===== config.mk =====
export PLATFORM = sky130hd
export DESIGN_NAME = hazard_ctrl
export DESIGN_NICKNAME = d
export VERILOG_FILES = /design/src/rtl/hazard_ctrl.sv
export SDC_FILE = /design/constraint.sdc
export NUM_CORES = 1
export LEC_CHECK = 0
export BUFFER_PORTS_ARGS = -buffer_cell sky130_fd_sc_hd__buf_2
export CAP_MARGIN = 20
export CORE_MARGIN = 5
export CORE_UTILIZATION = 59
export DETAILED_ROUTE_END_ITERATION = 8
export PLACE_DENSITY = 0.81
export SLEW_MARGIN = 20
export SYNTH_ARGS = -nofsm -noshare
export SYNTH_HDL_FRONTEND = slang
export SYNTH_SLANG_ARGS = --single-unit

===== constraint.sdc =====
create_clock -name clk -period 2.6 [get_ports clk]
set_input_delay 0 -clock clk [delete_from_list [all_inputs] [get_ports clk]]
set_output_delay 0 -clock clk [all_outputs]
set_load 0.01 [all_outputs]

===== src/rtl/hazard_ctrl.sv =====
// hazard_ctrl: RV32I 5-stage forwarding selects and stall/flush strobes; `define HAZ_PERF_CNT_EN adds stallCnt/flushCnt
module hazard_ctrl #(
  parameter int REG_ADDR_W = 5,
  parameter int PERF_CNT_W = 32
) (
  input  logic                  clk,
  input  logic                  rst,
  input  logic [REG_ADDR_W-1:0] rs1D,
  input  logic [REG_ADDR_W-1:0] rs2D,
  input  logic [REG_ADDR_W-1:0] rdD,
  input  logic                  regWriteD,
  input  logic                  resultSrcD,
  input  logic                  pcSrcE,
  input  logic                  memStallM,
  output logic [1:0]            forwardAE,
  output logic [1:0]            forwardBE,
  output logic                  stallF,
  output logic                  stallD,
  output logic                  stallE,
  output logic                  stallM,
  output logic                  flushD,
  output logic                  flushE
`ifdef HAZ_PERF_CNT_EN
  ,
  output logic [PERF_CNT_W-1:0] stallCnt,
  output logic [PERF_CNT_W-1:0] flushCnt
`endif
);
  logic [REG_ADDR_W-1:0] rs1_e, rs2_e, rd_e, rd_m, rd_w;
  logic reg_write_e, result_src_e, reg_write_m, reg_write_w;
  logic lw_stall, m_ok, w_ok, branch_act, load_act;
  always_ff @(posedge clk) begin
    if (rst) begin
      {rs1_e, rs2_e, rd_e, reg_write_e, result_src_e} <= '0;
      {rd_m, reg_write_m, rd_w, reg_write_w} <= '0;
    end else if (!memStallM) begin
      rd_w         <= rd_m;
      reg_write_w  <= reg_write_m;
      rd_m         <= rd_e;
      reg_write_m  <= reg_write_e;
      rs1_e        <= flushE ? '0 : rs1D;
      rs2_e        <= flushE ? '0 : rs2D;
      rd_e         <= flushE ? '0 : rdD;
      reg_write_e  <= !flushE && regWriteD;
      result_src_e <= !flushE && resultSrcD;
    end
  end
  always_comb begin
    lw_stall   = reg_write_e && result_src_e && rd_e != '0 && (rd_e == rs1D || rd_e == rs2D);
    branch_act = !rst && !memStallM && pcSrcE;
    load_act   = !rst && !memStallM && !pcSrcE && lw_stall;
    m_ok       = reg_write_m && rd_m != '0;
    w_ok       = reg_write_w && rd_w != '0;
    forwardAE  = rst ? 2'b00 : (m_ok && rd_m == rs1_e) ? 2'b10 : (w_ok && rd_w == rs1_e) ? 2'b01 : 2'b00;
    forwardBE  = rst ? 2'b00 : (m_ok && rd_m == rs2_e) ? 2'b10 : (w_ok && rd_w == rs2_e) ? 2'b01 : 2'b00;
    stallE     = !rst && memStallM;
    stallM     = stallE;
    stallF     = stallE || load_act;
    stallD     = stallF;
    flushD     = rst || branch_act;
    flushE     = rst || branch_act || load_act;
  end
`ifdef HAZ_PERF_CNT_EN
  always_ff @(posedge clk) begin
    if (rst) begin
      stallCnt <= '0;
      flushCnt <= '0;
    end else begin
      stallCnt <= stallCnt + PERF_CNT_W'(load_act);
      flushCnt <= flushCnt + PERF_CNT_W'(branch_act);
    end
  end
`endif
endmodule

# Word level (Yosys, flattened, before mapping)
# Index checks and enable logic that the tools add are counted.
# totals
out_inout_bits	10
reg_bits	29
inputBits	21
word_cells	51
# classes
n_reduce_logical	27
mux	9
n_eq_ne	6
# op_table
cell	n
5-bit == test	6
1-bit logical AND	16
5-bit two-way mux	3
5-bit nonzero test	3
2-bit two-way mux	4
1-bit logical NOT	4
1-bit logical OR	4
1-bit two-way mux	2

# Logic depth before layout (Yosys ltp)
# Gate-level depths: netlist of the first run.
# logic_depth
ltp_word	7
depth_mapped	7
mapped_depth_nobuf	4

# Worst setup path after synthesis of the first run
# No wires, ideal clock.
# synth_timing
path_kind	register to output
startpoint	reg rd_e[4]
endpoint	out stallF
slack_ns	0.993
path_buffers	3
t_arrival_ns	1.607
required_time_ns	2.600
path_stages_with_launch	8
cell_sequence	dfxtp_1 buf_2 xnor2_1 nand3_1 o22ai_2 buf_4 a21o_1 buf_4
# synth_via
elab_chain_len	5
elab_cells_between_ends	8
cone_classes	eq/ne: 2; reduce/logical: 6
# synth_lines
item	line	text
start, declared	29	logic [REG_ADDR_W-1:0] rs1_e, rs2_e, rd_e, rd_m, rd_w;
start signal, assigned	43	rd_e <= flushE ? '0 : rdD;
5-bit == test / 5-bit nonzero test (equally long branches)	49	lw_stall = reg_write_e && result_src_e && rd_e != '0 && (rd_e == rs1D || rd_e == rs2D);
1-bit logical OR / 1-bit logical AND (equally long branches)	49	
1-bit logical AND *	49	
1-bit logical AND *	51	load_act = !rst && !memStallM && !pcSrcE && lw_stall;
1-bit logical OR *	58	stallF = stallE || load_act;
end, declared	17	output logic stallF,
# Every way passes the cells marked *; elsewhere a longest branch is shown, timed or not.

# Worst setup path after layout of the first run
# layout_timing
startpoint	reg rd_e[4]
endpoint	out stallD
# layout_via
elab_chain_len	5
elab_cells_between_ends	8
cone_classes	eq/ne: 2; reduce/logical: 6
# layout_lines
item	line	text
5-bit == test / 5-bit nonzero test (equally long branches)	49	
1-bit logical OR / 1-bit logical AND (equally long branches)	49	
1-bit logical AND *	49	
1-bit logical AND *	51	
1-bit logical OR *	58	
end, declared	18	output logic stallD,
# Marked as above.

==> results.md, run 1 <==
* Die W at 62.7 um
* Area share of the largest cell type after synthesis at 35.5%
* Number of enable flip-flop cells after synthesis at 0
* Min-delay worst type: in2reg
* Detailed-route wire length per cell at 15.9 um
* Number of port buffers at 30
* Power per cell area at 541 nW/um^2
* Cell accounting for the most synthesized area: sky130_fd_sc_hd__dfxtp_1
* Outcome: finished, final reports clean
* Sink count of the clock tree at 29
* Grt total ovfl at 0
* List of most frequent post-synthesis cells: sky130_fd_sc_hd__dfxtp_1, sky130_fd_sc_hd__nand2_1, sky130_fd_sc_hd__xnor2_1
* Part of the cycle the worst path needs at 85.8%
* Post-detail-place hpwl at 2680 um
* Worst setup path category: reg2out
* Share of final-layout standard cells stronger than drive strength 1 at 25.2%
* Worst rel slew slack at 62.8%
* Initial antenna violation count at 0
* Ys flop type: sky130_fd_sc_hd__dfxtp_1
* Critical path launch point type: flip-flop
* Clk Latency, worst-skew pair at 0.34 ns
* Overall power at 0.00109 W
* H-Tree Depth at 2
* Placer's final routability congestion estimate at 0.849
* Final critical-path required period at 2.23 ns
* Post-DRT Antenna Nets at 0
* FP Rows at 19
* Warning count from the yosys run at 0
* Share of the yosys chip area belonging to registers at 35.5%
* Number of violations of the max-capacitance limit at 0
* Worst setup slack before clock tree synthesis at 0.805 ns
* Height of the chip at 62.7 um
* Cell count after synthesis at 178
* Number of global-route vias before repair at 1428
* Total nets after synthesis at 199
* Number of remaining DRC errors at 0
* Register-to-Register Setup Slack at 0.78 ns
* Clock tree from TritonCTS: built
* Worst reg2reg path endpoint: reg_write_e
* Count of boundary I/O pins at 31
* Reg2Reg Depth at 5
* Vias per std cell at 5.91
* Starting density of the core at 60.4%
* Master cell of the clock root buffer: sky130_fd_sc_hd__clkbuf_4
* Number of cells upsized or downsized after cts at 0
* Worst Path Arrival at 2.23 ns
* Worst EP required at 2.60 ns
* Cell count after placement at 228
* Detailed-router iteration count before antenna repair at 4
* Die Outline Area at 3930 sq um
* Achievable frequency at 448 MHz
* Max VDD drop at 666 uV
* Count of state elements after synthesis at 29
* Critical path fanouts, max at 12
* Maximum number of pins on one net before global-route repair at 35
* Final-report hold violation count at 0
* Cell count of the worst hold path at 2
* Core box area at 2710 sq um
* Leakage Power at 0.852 nW
* Beginning of the worst register-to-register path: rd_e[4]
* Setup repair after global routing missed its margin: no
* Most area-consuming cells after synthesis: sky130_fd_sc_hd__dfxtp_1, sky130_fd_sc_hd__xnor2_1, sky130_fd_sc_hd__a32oi_1, sky130_fd_sc_hd__mux2i_1, sky130_fd_sc_hd__o21ai_2
* Tot GR Track Use at 21.4%
* Hold wc startpoint: rst
* Number of nets at the end of the flow at 242
* Number of antenna cells inserted at 0
* Synthesis-to-layout area growth at 23.5%
* Wire length of the first global-routing pass at 6770 um
* Clock transition at the register clock pins on the worst setup and hold paths after CTS at 0.10 ns
* Via count of the routed design at 1495
* Netlist area before placement at 1640 sq um
* Average cell area after synthesis at 9.19 sq um
* Slew Limit Fails at 0
* DRC violation total after the first TritonRoute iteration at 65
* Beginning of the critical path: rd_e[4]
* Critical path endpoint: stallD
* Total wirelength of the detailed-routed design at 4040 um
* Post-route non-filler standard cell count at 253
* Number of buffers between clock root and the deepest sink at 2
* Actual slew at the worst max-slew pin at 0.558 ns
* Total negative slack for setup checks at 0 ns
* Unique masters post-synth at 25
* Most instantiated library cell after synthesis: sky130_fd_sc_hd__dfxtp_1
* Worst setup EP type: output port
* Number of buffers created by CTS at 5
* Number of failing setup endpoints in the final timing report at 0
* Worst setup slack after layout at 0.369 ns
* Asr flop ratio synth at 0%
* Clk_skew at 0.00998 ns
## registers in the layout, summed over array words and instances (netlist names)
register and flops:
rs1_e 5, rd_w 5, reg_write_w 1, rs2_e 5, rd_e 5, reg_write_e 1, rd_m 5, reg_write_m 1
result_src_e 1
## critical path, cell delays in order, from the launching register on
cell and delay (ns):
sky130_fd_sc_hd__dfxtp_1 0.51, sky130_fd_sc_hd__xnor2_1 0.18, sky130_fd_sc_hd__nand3_1 0.12, sky130_fd_sc_hd__o22ai_2 0.50, sky130_fd_sc_hd__buf_4 0.31, sky130_fd_sc_hd__a21o_1 0.15, sky130_fd_sc_hd__buf_2 0.13
## placed cells by master (no fill, tap or decap), types with 4 or more instances in the layout
| cell | n |
|---|---|
| sky130_fd_sc_hd__mux2i_1 | 12 |
| sky130_fd_sc_hd__dlygate4sd3_1 | 17 |
| sky130_fd_sc_hd__a32oi_1 | 17 |
| sky130_fd_sc_hd__o21ai_1 | 8 |
| sky130_fd_sc_hd__nand2_1 | 21 |
| sky130_fd_sc_hd__nand3_1 | 4 |
| sky130_fd_sc_hd__dfxtp_1 | 29 |
| sky130_fd_sc_hd__o21ai_2 | 11 |
| sky130_fd_sc_hd__xnor2_1 | 20 |
| sky130_fd_sc_hd__buf_2 | 30 |
| sky130_fd_sc_hd__clkbuf_4 | 5 |
| sky130_fd_sc_hd__xor2_1 | 10 |
| sky130_fd_sc_hd__nor2_1 | 12 |
| sky130_fd_sc_hd__or4_1 | 4 |
| sky130_fd_sc_hd__nor4_1 | 5 |
## per-layer routing
layer  global-route usage, %  wire length, um  vias to the layer above
met2                    33.8             1960                       62
li1                        -                -                      734
met3                    5.58              266                       11
met1                    27.2             1690                      688
met5                       0                0                        -
met4                    9.81              120                        0
## metrics by stage
step | utilization, % | area, sq um | hold slack [ns]
finish | 74.6 | 2020 | 0.0447
global route | 74.6 | 2020 | 0.0520
CTS | 74.6 | 2020 | 0.0397
detailed placement | 65.2 | 1770 | 0.262
global placement | 65.2 | 1770 | 0.256
floorplan | - | 1640 | 0.133
## how the worst min path moves through the flow
| stage | endpoint | slack [ns] |
|---|---|---|
| floorplan | rd_e[0] | 0.13 |
| global placement | result_src_e | 0.26 |
| detailed placement | result_src_e | 0.26 |
| CTS | rd_m[2] | 0.04 |
| global route | reg_write_m | 0.05 |
| finish | rd_w[3] | 0.04 |
## power breakdown
part	total, W	internal (W)	switching [W]
combinational	0.000194	0.0000980	0.0000965
clock	0.000392	0.000229	0.000162
sequential	0.000507	0.000469	0.0000378
## final cells by class
type | instances | area, sq um
multi-input cells | 135 | 978
fillers | 214 | 688
flip-flops and latches | 29 | 581
repair buffers | 49 | 335
clock buffers | 7 | 55.1
well taps | 31 | 38.8
clock inverters | 1 | 30.0
inverters | 1 | 3.75
## logic make-up after synthesis
logic type             share of synthesized area, %
flip-flops                                     35.5
multiplexers                                   7.34
AND/OR/NAND/NOR                                15.5
AO/OA/AOI/OAI                                  20.9
XOR/XNOR                                       16.1
buffers and inverters                          4.74
## timing repair
action	in CTS	in global routing
hold buffers	17	0
setup buffers	0	0
endpoints found under the hold margin	17	0
endpoints found under the setup margin	0	0
No activity file was read; power rests on OpenSTA's default activity.
==> run 2: changes to the inputs <==
--- a/config.mk
+++ b/config.mk
@@ -11,6 +11,7 @@
 export CORE_UTILIZATION = 59
 export DETAILED_ROUTE_END_ITERATION = 8
 export PLACE_DENSITY = 0.81
+export RECOVER_POWER = 50
 export SLEW_MARGIN = 20
 export SYNTH_ARGS = -nofsm -noshare
 export SYNTH_HDL_FRONTEND = slang
==> constraint.sdc (replaced) <==
create_clock -name clk -period 2.89 [get_ports clk]
set_input_delay 0 -clock clk [delete_from_list [all_inputs] [get_ports clk]]
set_output_delay 0 -clock clk [all_outputs]
set_load 0.01 [all_outputs]
==> run 2 against run 1 <==
Routed wire length increased by 4.0%. First-iteration DRC count grew 69%. Cell count did not move. Hold slack worse by 0.011 ns. Worst setup slack improved by 0.26 ns. Via count grew 2.1%. Combinational power is 11% lower. Critical path depth is 1 lower. Cell area fell by 1.4%. Total power shrank 16%. Critical path type unchanged. Largest power group unchanged.
==> results.md, run 2 (synthesis results as in run 1) <==
* Outcome: finished, final reports clean
* Leakage Power at 0.840 nW (-1.5%)
* Die Outline Area at 3930 sq um (unchanged)
* Register-to-Register Setup Slack at 1.11 ns (+0.33 ns)
* Power per cell area at 461 nW/um^2 (-15%)
* Share of power burned in registers at 49.6% (+3.2 points)
* Tot GR Track Use at 22.6% (+1.2 points)
* Clock transition at the register clock pins on the worst setup and hold paths after CTS at 0.10 ns (about the same)
* Achievable frequency at 443 MHz
* Number of buffers created by CTS at 5 (unchanged)
* Number of buffers between clock root and the deepest sink at 2 (unchanged)
* Synthesis-to-layout area growth at 21.8%
* Post-detail-place hpwl at 2910 um (+8.5%)
* Min-delay worst type: in2reg
* Initial antenna violation count at 0 (unchanged)
* Switching Power at 0.000269 W (-9.2%)
* Vias per std cell at 6.03 (+2.1%)
* Detailed-router iteration count before antenna repair at 4 (unchanged)
* FP Rows at 19 (unchanged)
* Critical path launch point type: flip-flop
* Leading cell type in the layout, fill and taps excluded: sky130_fd_sc_hd__dfxtp_1
* Grt total ovfl at 0 (unchanged)
* DRC violation total after the first TritonRoute iteration at 110 (+69%)
* Worst Hold Endpoint: rd_w[3]
* Die W at 62.7 um (unchanged)
* Clock tree from TritonCTS: built
* Number of global-route vias before repair at 1581 (+11%)
* Number of nets at the end of the flow at 242 (unchanged)
* H-Tree Depth at 2 (unchanged)
* Sink count of the clock tree at 29 (unchanged)
* Number of violations of the max-capacitance limit at 0 (unchanged)
* Reg2Reg Depth at 4 (-1)
* Final critical-path required period at 2.26 ns
* Number of failing setup endpoints in the final timing report at 0 (unchanged)
* Total wirelength of the detailed-routed design at 4200 um (+4.0%)
* Internal power at 0.000651 W (-18%)
* Setup repair after global routing missed its margin: no
* Number of port buffers at 30 (unchanged)
* Number of antenna cells inserted at 0 (unchanged)
* Most used cells in the layout excluding fill and tap cells: sky130_fd_sc_hd__dfxtp_1, sky130_fd_sc_hd__buf_2, sky130_fd_sc_hd__nand2_1
* Worst setup EP type: output port
* Share of final-layout standard cells stronger than drive strength 1 at 23.9% (-1.4 points)
* Clk_skew at 0.00713 ns (-0.00285 ns)
* Count of boundary I/O pins at 31 (unchanged)
* Final-report hold violation count at 0 (unchanged)
* Via count of the routed design at 1526 (+2.1%)
* Number of remaining DRC errors at 0 (unchanged)
* Starting density of the core at 60.4% (unchanged)
* Worst Path Arrival at 2.26 ns (+0.03 ns)
* Clk Latency, worst-skew pair at 0.34 ns (about the same)
* Maximum number of pins on one net before global-route repair at 35 (unchanged)
* Height of the chip at 62.7 um (unchanged)
* Cell count of the worst hold path at 2 (unchanged)
* Max VDD drop at 428 uV (-36%)
* Combinational fraction of design power at 18.9% (+1.1 points)
* Total negative slack for setup checks at 0 ns (unchanged)
* Buffers inserted by post-CTS timing repair at 0 (unchanged)
* Worst reg2reg path endpoint: rs1_e[3]
* Part of the cycle the worst path needs at 78.2%
* Worst EP required at 2.89 ns (+0.29 ns)
* Fraction of power consumed by the clock network at 31.5% (-4.3 points)
* Overall power at 0.000920 W (-16%)
* Slew Limit Fails at 0 (unchanged)
* Wire length of the first global-routing pass at 7240 um (+6.9%)
* Hold wc startpoint: rst
* Net switching share of the total power at 29.3% (+2.1 points)
* Post-DRT Antenna Nets at 0 (unchanged)
* Master cell of the clock root buffer: sky130_fd_sc_hd__clkbuf_4
* Worst rel slew slack at 16.1% (-47 points)
* Critical path fanouts, max at 18 (+6)
* Worst setup path category: reg2out
* Beginning of the worst register-to-register path: rd_e[0]
* Detailed-route wire length per cell at 16.6 um (+4.0%)
* Placer's final routability congestion estimate at 0.864 (+1.8%)
* Core box area at 2710 sq um (unchanged)
* Actual slew at the worst max-slew pin at 1.25 ns (+0.696 ns)
[run 2: cell types whose count changed in the layout (fill, tap and decap cells not counted), sizes merged]
cell,previous run,this run
buf,32,30
clkbuf,7,9
bufinv,1,0
clkinv,0,1
[run 2: per-layer routing]
| layer | vias up | share of wire, % | global-route usage, % | routed length, um |
|---|---|---|---|---|
| li1 | 732 | - | - | - |
| met3 | 16 | 5.5 | 5.58 | 231 |
| met4 | 0 | 3.9 | 14.3 | 163 |
| met2 | 53 | 50 | 37.7 | 2100 |
| met5 | - | 0 | 0 | 0 |
| met1 | 725 | 41 | 25.5 | 1700 |
[run 2: power by group through the flow]
stage               Combinational [W]  Clock, W  Sequential (W)
CTS                          0.000175  0.000296        0.000455
global route                 0.000192  0.000314        0.000459
detailed placement           0.000157         0        0.000465
global placement             0.000150         0        0.000463
floorplan                    0.000120         0        0.000453
finish                       0.000173  0.000290        0.000456
[run 2: cell type report]
type,instances,area (sq um)
Clock buffer,7,65.1
Fill cell,221,717
Multi-Input combinational cell,135,967
Timing Repair Buffer,49,333
Sequential cell,29,581
Inverter,1,3.75
Clock inverter,1,5.00
Tap cell,31,38.8
[run 2: per-stage QoR]
stage | util, % | cells | hold WS (ns) | instance area (sq um) | setup slack, ns
after floorplan | - | 178 | 0.133 | 1640 | 1.28
after global placement | 65.2 | 228 | 0.254 | 1770 | 1.13
after detailed placement | 65.2 | 228 | 0.258 | 1770 | 1.10
after CTS | 74.1 | 253 | 0.0408 | 2010 | 0.703
after global routing | 73.5 | 253 | 0.0498 | 1990 | 0.401
final | 73.5 | 253 | 0.0340 | 1990 | 0.630
[run 2: timing repair]
| item | in CTS | in global routing |
|---|---|---|
| hold buffers | 17 | 0 |
| endpoints found under the hold margin | 17 | 0 |
| resized for setup | 0 | 0 |
[run 2: worst max-delay path, cell delays in order (launching register included)]
cell and delay [ns]:
sky130_fd_sc_hd__dfxtp_1 0.37, sky130_fd_sc_hd__or4_4 0.56, sky130_fd_sc_hd__o211ai_4 0.45, sky130_fd_sc_hd__nor4_1 0.15
sky130_fd_sc_hd__a21o_1 0.25, sky130_fd_sc_hd__buf_2 0.14
[run 2: how the worst max path moves through the flow]
stage,slack [ns],end,from,cells after the start
2_1_floorplan,1.28,stallF,rd_e[4],7
3_3_place_gp,1.13,stallF,rd_e[0],5
3_5_place_dp,1.10,stallD,rd_e[0],5
4_1_cts,0.70,stallD,rd_e[0],5
5_1_grt,0.40,forwardBE[0],rd_m[4],5
6_report,0.63,stallD,rd_e[0],5
==> run 3: changes to the inputs <==
--- a/config.mk
+++ b/config.mk
@@ -8,9 +8,9 @@
 export BUFFER_PORTS_ARGS = -buffer_cell sky130_fd_sc_hd__buf_2
 export CAP_MARGIN = 20
 export CORE_MARGIN = 5
-export CORE_UTILIZATION = 59
+export CORE_UTILIZATION = 54
 export DETAILED_ROUTE_END_ITERATION = 8
-export PLACE_DENSITY = 0.81
+export PLACE_DENSITY = 0.75
 export RECOVER_POWER = 50
 export SLEW_MARGIN = 20
 export SYNTH_ARGS = -nofsm -noshare
==> constraint.sdc (replaced) <==
create_clock -name clk -period 2.1 [get_ports clk]
set_input_delay 0 -clock clk [delete_from_list [all_inputs] [get_ports clk]]
set_output_delay 0 -clock clk [all_outputs]
set_load 0.01 [all_outputs]
==> run 3 against run 2 <==
Register-to-register slack got worse by 0.88 ns. Total power rose by 38%. Clock skew hardly changed. Critical path type unchanged. Utilization down 5.4 points. Via count rose by 0.33%. Non-clock buffer count is 3 higher. Sequential share of layout area is 0.52 points lower. Clock-buffer cell count unchanged. Highest routed layer unchanged. Critical endpoint unchanged. Routed wire length up 4.8%. Cell count increased by 2.0%. Combinational power up 40%. First-iteration DRC count shrank 36%.
==> results.md, run 3 (synthesis results as in run 1) <==
* Outcome: finished, final reports clean
* Clk_skew at 0.00678 ns (-0.000344 ns)
* Achievable frequency at 499 MHz
* Detailed-route wire length per cell at 17.0 um (+2.7%)
* Final critical-path required period at 2.00 ns
* Number of failing setup endpoints in the final timing report at 0 (unchanged)
* Cells traversed along the worst timing path: or4_1, o211ai_4, nor4_1, a21o_1, buf_2
* Number of remaining DRC errors at 0 (unchanged)
* Number of nets at the end of the flow at 245 (+1.2%)
* Total wirelength of the detailed-routed design at 4400 um (+4.8%)
* Design area at 2030 sq um (+1.8%)
* Worst rel slew slack at 30.3% (+14 points)
* Detailed-router iteration count before antenna repair at 4 (unchanged)
* DRC violation total after the first TritonRoute iteration at 70 (-36%)
* Final Util at 68.2% (-5.4 points)
* Slowest stage cell on the critical path: sky130_fd_sc_hd__or4_1
* Clock transition at the register clock pins on the worst setup and hold paths after CTS at 0.09 ns (about the same)
* Via count of the routed design at 1531 (+0.33%)
* Master cell of the clock root buffer: sky130_fd_sc_hd__clkbuf_4
* Worst EP required at 2.10 ns (-0.79 ns)
* Maximum number of pins on one net before global-route repair at 35 (unchanged)
* Overall power at 0.00127 W (+38%)
* Beginning of the worst register-to-register path: rd_e[0]
* Min-delay worst type: in2reg
* Number of buffers between clock root and the deepest sink at 2 (unchanged)
* Register-to-Register Setup Slack at 0.23 ns (-0.88 ns)
* H-Tree Depth at 2 (unchanged)
* Number of violations of the max-capacitance limit at 0 (unchanged)
* Cell count of the worst hold path at 2 (unchanged)
* Count of boundary I/O pins at 31 (unchanged)
* Number of antenna cells inserted at 0 (unchanged)
* Final-report hold violation count at 0 (unchanged)
* Post-placement cell area at 1780 sq um (+0.99%)
* Critical path fanouts, max at 5 (-13)
* Largest stage delay on the critical path at 0.59 ns (+0.03 ns)
* Die W at 65.1 um (+3.8%)
* Worst setup path category: reg2out
* Number of buffers created by CTS at 5 (unchanged)
* Clk Latency, worst-skew pair at 0.33 ns (about the same)
* Number of global-route vias before repair at 1584 (+0.19%)
* Buffers & Inverters on Critical Path at 1 (unchanged)
* Initial antenna violation count at 0 (unchanged)
* Slew Limit Fails at 0 (unchanged)
* Actual slew at the worst max-slew pin at 1.04 ns (-0.208 ns)
* Total negative slack for setup checks at 0 ns (unchanged)
* Critical path launch point type: flip-flop
* Multi-input gate area at 978 sq um (+1.2%)
* Max VDD drop at 464 uV (+8.2%)
* Core box area at 2980 sq um (+9.9%)
* Leakage Power at 0.852 nW (+1.4%)
* Crit path max-delay family: simple AND/OR/NAND/NOR gates
* Hold wc startpoint: rst
* Reg2Reg Depth at 6 (+2)
* Height of the chip at 65.1 um (+3.8%)
* Placer's final routability congestion estimate at 0.897 (+3.8%)
* Die Outline Area at 4230 sq um (+7.8%)
* Worst Path Arrival at 2.00 ns (-0.26 ns)
* Most used cells in the layout excluding fill and tap cells: sky130_fd_sc_hd__dfxtp_1, sky130_fd_sc_hd__buf_2, sky130_fd_sc_hd__nand2_1
* Beginning of the critical path: rd_e[0]
* Grt total ovfl at 0 (unchanged)
* Worst slack on hold paths at 0.0484 ns (+0.0144 ns)
* Combined flip-flop and latch cell area at 581 sq um (unchanged)
* Synthesis-to-layout area growth at 24.0%
* Tot GR Track Use at 22.3% (-0.31 points)
* Post-DRT Antenna Nets at 0 (unchanged)
* Post-detail-place hpwl at 2980 um (+2.3%)
* Setup repair after global routing missed its margin: no
* Power per cell area at 624 nW/um^2 (+35%)
* Worst reg2reg path endpoint: rd_e[1]
* Starting density of the core at 55.0% (-5.4 points)
* Number of fillers in the final layout at 253 (+14%)
* Worst Hold Endpoint: rd_m[0]
* Vias per std cell at 5.93 (-1.6%)
* Number of port buffers at 30 (unchanged)
* Clock tree from TritonCTS: built
* Wire length of the first global-routing pass at 7220 um (-0.19%)
* Sink count of the clock tree at 29 (unchanged)
* Leading cell type in the layout, fill and taps excluded: sky130_fd_sc_hd__dfxtp_1
* Part of the cycle the worst path needs at 95.4%
* FP Rows at 20 (+1)
* Share of final-layout standard cells stronger than drive strength 1 at 25.8% (+1.9 points)
* Worst setup EP type: output port
==> run 3: cell count changes in the layout (fill, tap and decap cells not counted), sizes merged <==
cell / before / now
buf: 30 / 33
==> run 3: layer usage <==
metal	up-vias	global-route usage [%]	part of all wire, %
li1	732	-	-
met1	744	25.3	41
met2	47	40.0	53
met3	8	5.89	4.1
met4	0	8.03	1.6
met5	-	0	0
==> run 3: worst max path at each step <==
stage              endpoint  slack, ns  cells past startpoint
3_5_place_dp        rd_e[1]       0.36                      5
6_report             stallD        0.1                      5
3_3_place_gp        rd_e[0]       0.40                      5
4_1_cts              stallD       0.04                      5
5_1_grt        forwardBE[0]      0.009                      5
2_1_floorplan        stallF       0.49                      7
==> run 3: area by class of cell <==
| class | count | share of cell area, % |
|---|---|---|
| Clock buffer | 7 | 3.21 |
| Clock inverter | 1 | 0.247 |
| Inverter | 1 | 0.185 |
| Multi-Input combinational cell | 135 | 48.2 |
| Sequential cell | 29 | 28.6 |
| Tap cell | 33 | 2.03 |
| Timing Repair Buffer | 52 | 17.5 |
==> run 3: stage by stage <==
stage / worst slack, ns / cells
after floorplan: 0.493 / 178
after global routing: 0.00938 / 258
after detailed placement: 0.357 / 232
final: 0.0959 / 258
after global placement: 0.395 / 232
after CTS: 0.0416 / 257
==> run 3: report_power, final <==
group          total (W)  switching [W]  internal [W]  leakage [nW]
combinational   0.000243       0.000122      0.000121         0.573
sequential      0.000629      0.0000481      0.000581         0.237
clock           0.000395       0.000201      0.000194        0.0413
==> run 3: what timing repair did <==
action | 4_1_cts | 5_1_grt
gates resized for setup | 0 | 2
endpoints found under the setup margin | 0 | 5
setup buffers | 0 | 1
hold buffers | 17 | 0
endpoints found under the hold margin | 17 | 0
